--- config.mk ---
export PLATFORM = sky130hd
export DESIGN_NAME = reset_seq_ctrl
export DESIGN_NICKNAME = d
export VERILOG_FILES = /design/src/rtl/reset_seq_pkg.sv /design/src/rtl/rst_sync_cell.sv /design/src/rtl/reset_seq_ctrl.sv
export SDC_FILE = /design/constraint.sdc
export NUM_CORES = 1
export LEC_CHECK = 0
export ABC_AREA = 1
export BUFFER_PORTS_ARGS = -buffer_cell sky130_fd_sc_hd__buf_2
export CORE_MARGIN = 2
export CORE_UTILIZATION = 38
export CTS_BUF_LIST = sky130_fd_sc_hd__clkbuf_2 sky130_fd_sc_hd__clkbuf_4 sky130_fd_sc_hd__clkbuf_8
export CTS_CLUSTER_SIZE = 25
export DETAILED_ROUTE_END_ITERATION = 16
export SKIP_LAST_GASP = 1
export SLEW_MARGIN = 5
export SYNTH_ARGS = -nofsm -noshare
export SYNTH_HDL_FRONTEND = slang
export SYNTH_HIERARCHICAL = 1
export SYNTH_SLANG_ARGS = --single-unit
--- constraint.sdc ---
create_clock -name aclk -period 0.8 [get_ports aclk]
set_input_delay 0.08 -clock aclk [delete_from_list [all_inputs] [get_ports aclk]]
set_output_delay 0.08 -clock aclk [all_outputs]
set_load 0.01 [all_outputs]
--- src/rtl/reset_seq_pkg.sv ---
// Shared types and elaboration helpers for the reset sequencer.
package reset_seq_pkg;

  typedef enum logic [1:0] {
    ST_ASSERT,
    ST_HOLD,
    ST_RELEASE,
    ST_RUN
  } state_e;

  // Sized so the longest in-state count (hold or full stagger span) always fits.
  function automatic int cnt_width(input int hold_cycles, input int stagger_cycles,
                                   input int num_out);
    return $clog2(hold_cycles + stagger_cycles * num_out + 2);
  endfunction

  function automatic bit params_ok(input int num_out, input int hold_cycles,
                                   input int stagger_cycles, input int sync_stages,
                                   input int aux_min_width);
    return (num_out >= 1) && (num_out <= 8) && (hold_cycles >= 1) &&
           (stagger_cycles >= 0) && (sync_stages >= 2) && (aux_min_width >= 1);
  endfunction

endpackage

--- src/rtl/rst_sync_cell.sv ---
// Flop chain synchroniser whose stages all reset asynchronously to RESET_VAL.
module rst_sync_cell #(
  parameter int STAGES    = 2,
  parameter bit RESET_VAL = 1'b0
) (
  input  logic i_clk,
  input  logic i_rst_n,
  input  logic i_d,
  output logic o_q
);

  logic [STAGES-1:0] r_chain;

  // NOTE: sequential state uses non-blocking assignments so every stage samples
  // its neighbour's pre-edge value; blocking here would collapse the chain.
  always_ff @(posedge i_clk or negedge i_rst_n) begin
    if (!i_rst_n) begin
      r_chain <= {STAGES{RESET_VAL}};
    end else begin
      r_chain <= {r_chain[STAGES-2:0], i_d};
    end
  end

  assign o_q = r_chain[STAGES-1];

endmodule

--- src/rtl/reset_seq_ctrl.sv ---
// Reset sequencer: filters reset sources, holds, then releases interconnect
// and staggered peripheral resets in order.
module reset_seq_ctrl
  import reset_seq_pkg::*;
#(
  parameter int NUM_OUT        = 3,
  parameter int HOLD_CYCLES    = 16,
  parameter int STAGGER_CYCLES = 4,
  parameter int SYNC_STAGES    = 2,
  parameter int AUX_MIN_WIDTH  = 4
) (
  input  logic               aclk,
  input  logic               aresetn,
  input  logic               aux_reset_in,
  input  logic               dcm_locked,
  input  logic               sw_reset_req,
  output logic               interconnect_aresetn,
  output logic [NUM_OUT-1:0] peripheral_aresetn,
  output logic               reset_done
);

  if (!params_ok(NUM_OUT, HOLD_CYCLES, STAGGER_CYCLES, SYNC_STAGES, AUX_MIN_WIDTH)) begin : g_param_err
    $error("reset_seq_ctrl: parameter out of range");
  end

  localparam int CW = cnt_width(HOLD_CYCLES, STAGGER_CYCLES, NUM_OUT);
  localparam int AW = $clog2(AUX_MIN_WIDTH + 1);

  typedef logic [CW-1:0] cnt_t;
  typedef logic [AW-1:0] aux_cnt_t;

  localparam cnt_t     HOLD_LAST    = cnt_t'(HOLD_CYCLES - 1);
  localparam cnt_t     LAST_STAGGER = cnt_t'(STAGGER_CYCLES * (NUM_OUT - 1));
  localparam aux_cnt_t AUX_SAT      = aux_cnt_t'(AUX_MIN_WIDTH);

  logic w_rst_n;
  logic w_aux_sync;
  logic w_dcm_sync;
  logic w_aux_active;
  logic w_src_active;

  // The internal reset asserts asynchronously with aresetn but releases only
  // after SYNC_STAGES clean edges.
  rst_sync_cell #(.STAGES(SYNC_STAGES), .RESET_VAL(1'b0)) u_rst_sync (
    .i_clk   (aclk),
    .i_rst_n (aresetn),
    .i_d     (1'b1),
    .o_q     (w_rst_n)
  );

  rst_sync_cell #(.STAGES(SYNC_STAGES), .RESET_VAL(1'b0)) u_aux_sync (
    .i_clk   (aclk),
    .i_rst_n (aresetn),
    .i_d     (aux_reset_in),
    .o_q     (w_aux_sync)
  );

  rst_sync_cell #(.STAGES(SYNC_STAGES), .RESET_VAL(1'b0)) u_dcm_sync (
    .i_clk   (aclk),
    .i_rst_n (aresetn),
    .i_d     (dcm_locked),
    .o_q     (w_dcm_sync)
  );

  aux_cnt_t r_aux_cnt;

  always_ff @(posedge aclk or negedge w_rst_n) begin
    if (!w_rst_n) begin
      r_aux_cnt <= '0;
    end else if (w_aux_sync) begin
      r_aux_cnt <= '0;
    end else if (r_aux_cnt != AUX_SAT) begin
      r_aux_cnt <= r_aux_cnt + aux_cnt_t'(1);
    end
  end

  state_e             r_state;
  state_e             w_state_nxt;
  cnt_t               r_cnt;
  cnt_t               w_cnt_nxt;
  logic               r_ic;
  logic               w_ic_nxt;
  logic [NUM_OUT-1:0] r_periph;
  logic [NUM_OUT-1:0] w_periph_nxt;
  logic               r_done;
  logic               w_done_nxt;

  assign w_aux_active = (r_aux_cnt == AUX_SAT);
  // A software request only matters once releases have begun.
  assign w_src_active = w_aux_active | ~w_dcm_sync |
                        (sw_reset_req & ((r_state == ST_RELEASE) | (r_state == ST_RUN)));

  // NOTE: every signal driven here gets a default first, so no path through the
  // case can leave one unassigned and infer a latch.
  always_comb begin
    w_state_nxt  = r_state;
    w_cnt_nxt    = r_cnt;
    w_ic_nxt     = r_ic;
    w_periph_nxt = r_periph;
    w_done_nxt   = r_done;

    if (w_src_active) begin
      w_state_nxt  = ST_ASSERT;
      w_cnt_nxt    = '0;
      w_ic_nxt     = 1'b0;
      w_periph_nxt = '0;
      w_done_nxt   = 1'b0;
    end else begin
      unique case (r_state)
        ST_ASSERT: begin
          w_state_nxt = ST_HOLD;
          w_cnt_nxt   = '0;
        end
        ST_HOLD: begin
          if (r_cnt == HOLD_LAST) begin
            w_state_nxt = ST_RELEASE;
            w_cnt_nxt   = '0;
            w_ic_nxt    = 1'b1;
          end else begin
            w_cnt_nxt = r_cnt + cnt_t'(1);
          end
        end
        ST_RELEASE: begin
          for (int i = 0; i < NUM_OUT; i++) begin
            if (r_cnt == cnt_t'(STAGGER_CYCLES * i)) begin
              w_periph_nxt[i] = 1'b1;
            end
          end
          if (r_cnt == LAST_STAGGER) begin
            w_state_nxt = ST_RUN;
            w_cnt_nxt   = '0;
            w_done_nxt  = 1'b1;
          end else begin
            w_cnt_nxt = r_cnt + cnt_t'(1);
          end
        end
        ST_RUN: begin
          w_state_nxt = ST_RUN;
        end
        default: begin
          w_state_nxt = ST_ASSERT;
        end
      endcase
    end
  end

  // NOTE: only control state is reset here; there is no memory array, so every
  // flop gets an explicit reset value and outputs are low the moment aresetn falls.
  always_ff @(posedge aclk or negedge w_rst_n) begin
    if (!w_rst_n) begin
      r_state  <= ST_ASSERT;
      r_cnt    <= '0;
      r_ic     <= 1'b0;
      r_periph <= '0;
      r_done   <= 1'b0;
    end else begin
      r_state  <= w_state_nxt;
      r_cnt    <= w_cnt_nxt;
      r_ic     <= w_ic_nxt;
      r_periph <= w_periph_nxt;
      r_done   <= w_done_nxt;
    end
  end

  assign interconnect_aresetn = r_ic;
  assign peripheral_aresetn   = r_periph;
  assign reset_done           = r_done;

endmodule

## After elaboration in Yosys (flattened, before gate mapping)

Index checks and enable logic that the tools add are counted.

- Add/subtract/negate cells: 2
- Equal/unequal tests: 10
- Mux-type cells: 20
- Bitwise logic cells: 5
- Reduce and logical (&&, ||, !) cells: 15

Operator list:

| kind | number |
|---|---|
| 5-bit two-way mux | 3 |
| 5-bit one-hot mux with 3 select lines | 1 |
| 2-bit nonzero test | 7 |
| 3-bit two-way mux | 4 |
| 5-bit by 4-bit == test with 1-bit output, second input constant | 2 |
| 2-bit AND reduction | 5 |
| 1-bit two-way mux | 8 |
| 2-bit one-hot mux with 4 select lines | 1 |
| 2-bit two-way mux | 3 |
| 3-bit != test, second input constant | 2 |
| 5-bit by 1-bit adder with 5-bit output, second input constant | 1 |
| 5-bit by 3-bit == test with 1-bit output, second input constant | 1 |
| 5-bit zero test | 1 |
| 2-bit == test, second input constant | 2 |
| 4-bit nonzero test | 1 |
| 3-bit by 1-bit adder with 3-bit output, second input constant | 1 |
| 3-bit == test, second input constant | 1 |
| 3-bit by 2-bit != test with 1-bit output, second input constant | 1 |
| 1-bit bitwise OR | 3 |
| 2-bit by 1-bit == test with 1-bit output, second input constant | 1 |
| 2-bit zero test | 1 |
| 1-bit AND | 1 |
| 1-bit NOT | 1 |

- Bits in registers: 21
- Input bits: 5
- Output and inout port bits: 5
- Logic and storage cells: 63

## Depth between registers and ports, before layout

Gate-level depths: netlist of run 1.

- Word-level depth: 6
- Gate-level depth with buffers: 11
- Gate-level depth less buffers: 11

## Cells and area by module

Netlist of run 1, hierarchy kept.

Modules (own cells, without submodules):

| module | times used | cells an instance | area each (sq um) | seq. area each (sq um) |
|---|---|---|---|---|
| reset_seq_ctrl | 1 | 110 | 894.6 | 350.3 |
| rst_sync_cell | 3 | 2 | 50.0 | 50.0 |

## Least setup slack after synthesis of run 1

Ideal clock, no wire load.

- Path type: reg2reg
- From: register r_cnt[0]
- To: register r_state[1]
- Library setup time: 0.123 ns
- Arrival: 1.490 ns
- Required time: 0.677 ns
- Slack: -0.813 ns
- Cell stages (with the launch flop): 10
- Buffers on the path: 0
- Clock period less this slack: 1.613 ns
- Cell sequence: dfrtp_1 > ha_1 > nand2_1 > nor2_1 > ha_1 > or2_2 > nand2_2 > nand2_1 > nand2_1 > o21ai_1

- Cells in the longest elaborated chain, start to end: 3
- Elaborated cells between the ends (all ways): 5
- Those cells by class: 4 x eq/ne; 1 x reduce/logical

Ends and longest elaborated chain:

| item | RTL line | source |
|---|---|---|
| start: declaration | reset_seq_ctrl.sv:79 | `cnt_t r_cnt;` |
| start signal: assignment | reset_seq_ctrl.sv:158 | `r_cnt <= w_cnt_nxt;` |
| 5-bit by 4-bit == test with 1-bit output, on equally long branches | reset_seq_ctrl.sv:115, reset_seq_ctrl.sv:129 |  |
| 3-bit != test (no line) or 3-bit by 2-bit != test with 1-bit output (tied branches) | -- |  |
| 2-bit AND reduction (no line) * | -- |  |
| end signal: assignment | reset_seq_ctrl.sv:157 | `r_state <= w_state_nxt;` |
| end: declaration | reset_seq_ctrl.sv:77 | `state_e r_state;` |

Mark *: on every way between the ends. The rest lies on a longest branch, timed or not.
A chain may end at the register's enable or synchronous reset.

## Worst setup path in the final report of run 1

- From: register r_cnt[0]
- To: register r_state[0]

Same word-level chain as after synthesis.

==> results of run 1 <==
==> metrics by stage <==
stage | TNS, ps | std cells
CTS | -7960 | 189
global route | -9210 | 189
finish | -8000 | 189
detailed placement | -7630 | 177
floorplan | -5960 | 116
global placement | -7250 | 177
==> cell families after synthesis <==
logic type / count (synthesis)
AND/OR/NAND/NOR: 43
buffers and inverters: 24
flip-flops: 20
AO/OA/AOI/OAI: 14
adder cells (fa/ha/maj): 12
other: 1
XOR/XNOR: 1
multiplexers: 1
==> how the worst max path moves through the flow <==
stage / start / endpoint / slack [ps] / depth (start not counted)
2_1_floorplan: r_cnt[0]$_DFFE_PN0P_ / r_cnt[2]$_DFFE_PN0P_ / -660 / 10
3_3_place_gp: r_cnt[1]$_DFFE_PN0P_ / r_state[0]$_DFFE_PN0P_ / -690 / 9
3_5_place_dp: r_cnt[1]$_DFFE_PN0P_ / r_cnt[3]$_DFFE_PN0P_ / -710 / 10
4_1_cts: r_cnt[1]$_DFFE_PN0P_ / r_cnt[3]$_DFFE_PN0P_ / -700 / 10
5_1_grt: r_cnt[0]$_DFFE_PN0P_ / r_state[0]$_DFFE_PN0P_ / -780 / 9
6_report: r_cnt[0]$_DFFE_PN0P_ / r_state[0]$_DFFE_PN0P_ / -700 / 9
==> layer usage <==
layer,GRT usage,share of wire,vias to the layer above
li1,-,-,441
met1,0.170,0.43,390
met2,0.261,0.52,12
met3,0.0415,0.034,2
met4,0.0408,0.0094,0
met5,0,0,-
==> layout make-up <==
cell class              instances  share of cell area
inverters                      23              0.0543
multi-input cells              72               0.392
repair buffers                 39               0.192
clock buffers                   4              0.0228
well taps                      31              0.0244
flip-flops and latches         20               0.315
==> registers in the layout, summed over array words and instances, names as in the netlist <==
register	flops
u_rst_sync/r_chain	2
interconnect_aresetn	1
r_aux_cnt	3
r_state	2
peripheral_aresetn	3
u_dcm_sync/r_chain	2
r_cnt	5
u_aux_sync/r_chain	2
==> cells in the final DEF (no fill, tap or decap), types with 2 or more instances in the layout <==
cell type | synthesis | routed
a21oi_1 | 6 | 3
a21oi_2 | 1 | 4
buf_2 | 0 | 9
buf_4 | 1 | 22
buf_6 | 0 | 4
clkbuf_4 | 0 | 3
dfrtp_1 | 20 | 20
dlygate4sd3_1 | 0 | 3
ha_1 | 12 | 6
ha_2 | 0 | 2
ha_4 | 0 | 4
inv_1 | 23 | 18
inv_2 | 0 | 5
nand2_1 | 16 | 13
nand2_2 | 4 | 3
nand2_4 | 0 | 4
nand3_1 | 9 | 7
nand3_4 | 0 | 2
nand4_1 | 2 | 2
nor2_1 | 10 | 6
nor2_2 | 0 | 3
nor2_4 | 1 | 2
o21ai_1 | 2 | 3
o21ai_2 | 1 | 2
==> timing repair <==
| action | 4_1_cts | 5_1_grt |
|---|---|---|
| gates resized for setup | 25 | 11 |
| pin swaps | 8 | 6 |
| setup endpoints to repair | 19 | 19 |
| endpoints found under the hold margin | 8 | 0 |
| buffers inserted | 6 | 4 |
| hold buffers | 3 | 0 |
==> critical path, cell delays in order (launching register included) <==
cell	delay [ps]
dfrtp_1	400
ha_2	190
nand2_1	70
nor2_2	50
ha_4	160
or2_4	230
nand2_4	80
nand2_2	70
nand2_1	60
o21ai_1	70
==> report_power, final <==
part / total (uW) / switching [uW] / internal, uW / leakage (uW)
registers: 1260 / 110 / 1150 / 0.000260
clock network: 584 / 307 / 277 / 0.0000210
logic: 2280 / 1130 / 1150 / 0.000501
total: 4130 / 1550 / 2580 / 0.000782
==> impl_metrics.yaml, run 1 <==
critical_path:
  reg2reg_depth: 9
  cp.required_ps: 990
  end_kind: "register"
  crit_arrival_ps: 1690
  critical_path_class: "reg -> reg"
  r2r_start: "r_cnt[0]$_DFFE_PN0P_"
  worstSetupStartpointType: "register"
  cp_max_fo: 4
  r2r-end: "r_state[0]$_DFFE_PN0P_"
  rrSetupSlack_ps: -700
logic_synthesis:
  syn_nets: 133
  synth_flop_cell: "dfrtp_1"
  synth_common_cells: "23 x inv_1, 20 x dfrtp_1, 16 x nand2_1"
  synth_area_leader_cell: "dfrtp_1"
  synth.most_common_cell: "inv_1"
  synth-edff-count: 0
  syn-cell-area_um2: 1040
  synth_seq_cells: 20
  synthSimpleGateAreaFrac: 0.189
  synth_mux_area_frac: 0.00958
  yosys_warnings: 6
  yosysSeqAreaShare: 0.479
  synth_area_leaders: "dfrtp_1 48%, ha_1 14%, inv_1 8.3%"
  syn_inst: 116
  synth_top_family_by_area: "simple AND/OR/NAND/NOR gates"
  synth-xor-area-share: 0.00838
  synth_compound_area_frac: 0.0766
  avgSynthCellArea_um2: 9.01
  synthArstFlopShare: 1.00
  synth.top_cell.area_share: 0.479
  synth_fa_ha_area_frac: 0.144
  yosysUniqueCellTypes: 20
sta:
  whs_ps: 116
  rsz0062_at_grt: "true"
  fmax_mhz: 668
  fin_crit_ps: 1500
  clock_skew_ps: 2.54
  final_hold_viol_count: 0
  period_share: 1.87
  setup_viol: 19
  slew_viol_final: 0
  setup_ws_ps: -697
route:
  finalWirelength_um: 2020
  wl_per_cell_um: 10.7
  drtAntennaViolNets: 0
  first_iter_violations: 11
  vias: 845
  vias_per_cell: 4.47
  drt-pass1-iter-count: 3
  drc: 0
final_layout:
  layout-drive-gt1-share: 0.475
  fill_cells: 227
  synthToLayoutAreaGrowth_pct: 52.2
  multiInputGateArea_um2: 623
  regArea_um2: 500
  utilization: 0.592
  num-nets-final: 176
  antenna_cells: 0
  final_area_um2: 1590
floorplan:
  dieWidth_um: 56.4
  io_pins: 10
  rows: 19
  core_um2: 2690
  fp.dieArea_um2: 3180
  start_util: 0.389
  die-height_um: 56.4
global_routing:
  grt_max_degree: 12
  grt_pass1_wl_um: 3620
  grt_usage: 0.147
  overflow: 0
  antenna_found_initial: 0
  grt_pass1_vias: 912
outcome:
  outcome: "finished, violations left"
  violations: "setup timing"
clocking:
  cts-buffers-inserted: 3
  h-tree-depth: 1
  cts_tree: "done"
  clock_latency_ps: 300
  clockBufferDepth: 2
  root_buffer: "clkbuf_4"
  clk_pin_slew_ps: 110
  cts_sinks: 20
pwr:
  power.total_uw: 4130
  power.density_nw_per_um2: 2590
  ir_drop_mv: 1.49
  power.leakage_uw: 0.000782
place:
  dp_hpwl_um: 1540
  placed_area_um2: 1340
  dp_slack_ps: -710
  gp_congestion: 0.747
  io_buffers: 9
run:
  maxCapViolCount: 0
min_path:
  hold_class: "reg -> async"
Power figures use the tool's default switching activity.
==> run 2, diff against run 1 <==
Settings changed: CELL_PAD_IN_SITES_DETAIL_PLACEMENT from default to 1, CELL_PAD_IN_SITES_GLOBAL_PLACEMENT from default to 2, PLACE_DENSITY_LB_ADDON from default to 0.1.
Clock period 0.8 ns to 1.9 ns, I/O delays scaled along.
==> run 2 against run 1 <==
Compared with the run above:
- the run now ends clean
- hold slack improved by 80 ps
- via count decreased by 6.3%
- clock-buffer cell count decreased by 1
- non-clock buffer count decreased by 26
- total power decreased by 67%
==> impl_metrics.yaml, run 2 (synthesis gave the netlist of run 1 again) <==
critical_path:
  r2r-end: "r_state[1]$_DFFE_PN0P_"
  end_kind: "register"
  reg2reg_depth: 9
  worstSetupStartpointType: "register"
  rrSetupSlack_ps: 130
  cp.required_ps: 2110
  r2r_start: "r_cnt[0]$_DFFE_PN0P_"
  crit_arrival_ps: 1980
  critical_path_class: "reg -> reg"
  cp_max_fo: 5
final_layout:
  final_cell_mix: "23 x inv_1, 20 x dfrtp_1, 16 x nand2_1, 12 x ha_1, 10 x nor2_1"
  layout-drive-gt1-share: 0.167
  final_area_um2: 1210
  top_register: "r_cnt"
  antenna_cells: 0
  final_common_cell: "inv_1"
  largest_reg_flops: 5
  num-nets-final: 150
  synthToLayoutAreaGrowth_pct: 15.9
place:
  gp_congestion: 0.712
  io_buffers: 9
  dp_hpwl_um: 1550
  placed_area_um2: 1130
sta:
  fin_crit_ps: 1770
  setup_tns_ps: 0
  maxSlewHeadroom: 0.589
  slew_viol_final: 0
  fmax_mhz: 566
  final_hold_viol_count: 0
  setup_viol: 0
  worstMarginPinSlew_ps: 617
  period_share: 0.930
  clock_skew_ps: 2.60
  rsz0062_at_grt: "false"
clocking:
  clockBufferDepth: 2
  clock_latency_ps: 310
  cts_tree: "done"
  root_buffer: "clkbuf_4"
  post_cts_buffers: 0
  cts_sinks: 20
  h-tree-depth: 1
  clk_pin_slew_ps: 120
  cts-buffers-inserted: 3
route:
  met3_length_um: 54
  vias: 792
  first_iter_violations: 8
  finalWirelength_um: 2140
  drc: 0
  drt-pass1-iter-count: 2
  wl_met2_um: 1080
  drtAntennaViolNets: 0
  wl_met1_um: 955
  top_layer: "met4"
  wl_per_cell_um: 13.1
  vias_per_cell: 4.86
floorplan:
  io_pins: 10
  dieWidth_um: 56.4
  core_um2: 2690
  rows: 19
  start_util: 0.389
  fp.dieArea_um2: 3180
  die-height_um: 56.4
pwr:
  ir_drop_mv: 0.576
  power.density_nw_per_um2: 1140
  power.leakage_uw: 0.000622
run:
  maxCapViolCount: 0
global_routing:
  overflow: 0
  antenna_found_initial: 0
  grt_usage: 0.155
  grt_pass1_wl_um: 3720
  grt_pass1_vias: 832
  grt_max_degree: 15
outcome:
  outcome: "finished clean"
min_path:
  hold_class: "in -> async"
## run 2: cell count changes in the layout (fill, tap and decap cells not counted), moves of 3 or more
cell and delta:
buf_4 -21, ha_1 +6, inv_1 +5, inv_2 -5, buf_6 -4, ha_4 -4, nand2_4 -4, nor2_1 +4
a21oi_1 +3, a21oi_2 -3, nand2_1 +3, nor2_2 -3, o21ai_0 +3
## run 2: layout make-up
| type | count | area, um2 |
|---|---|---|
| flip-flops and latches | 20 | 500 |
| well taps | 31 | 38.8 |
| fillers | 322 | 1480 |
| clock buffers | 3 | 22.5 |
| repair buffers | 13 | 82.6 |
| inverters | 23 | 86.3 |
| multi-input cells | 72 | 450 |
| clock inverters | 1 | 30.0 |
## run 2: worst max-delay path: stages, from the launching register on
cell	delay, ps
dfrtp_1	450
ha_1	250
nand2_1	70
nor2_1	50
ha_1	190
or2_2	300
nand2_2	100
nand2_1	110
nand2_1	80
o21ai_1	60
## run 2: worst max-delay path by stage
stage / from / slack (ps) / endpoint
after floorplan: r_cnt[0]$_DFFE_PN0P_ / 290 / r_state[1]$_DFFE_PN0P_
after global placement: r_cnt[0]$_DFFE_PN0P_ / 170 / r_state[1]$_DFFE_PN0P_
after detailed placement: r_cnt[0]$_DFFE_PN0P_ / 130 / r_state[1]$_DFFE_PN0P_
after CTS: r_cnt[0]$_DFFE_PN0P_ / 120 / r_state[1]$_DFFE_PN0P_
after global routing: r_cnt[0]$_DFFE_PN0P_ / 20 / r_state[0]$_DFFE_PN0P_
final: r_cnt[0]$_DFFE_PN0P_ / 130 / r_state[1]$_DFFE_PN0P_
## run 2: repair_timing
item,4_1_cts,5_1_grt
hold buffers,3,0
hold endpoints to repair,8,0
gates resized for setup,0,0
## run 2: power breakdown
group          internal, uW  switching [uW]
registers               484            60.0
logic                   172             304
clock network           213             145
total                   870             509
## run 2: layer usage
metal / vias to the layer above / track usage
met2: 11 / 0.256
met5: - / 0
met1: 383 / 0.196
li1: 393 / -
met4: 0 / 0.0816
met3: 5 / 0.0207
## run 2: per-stage QoR
step	worst slack, ps	cells	power [uW]	util	hold WS, ps
global route	18.9	163	1510	0.451	196
CTS	118	163	1410	0.451	179
detailed placement	128	156	1030	0.420	16.0
floorplan	287	116	901	-	-106
finish	132	163	1380	0.451	196
global placement	174	156	1000	0.420	13.3
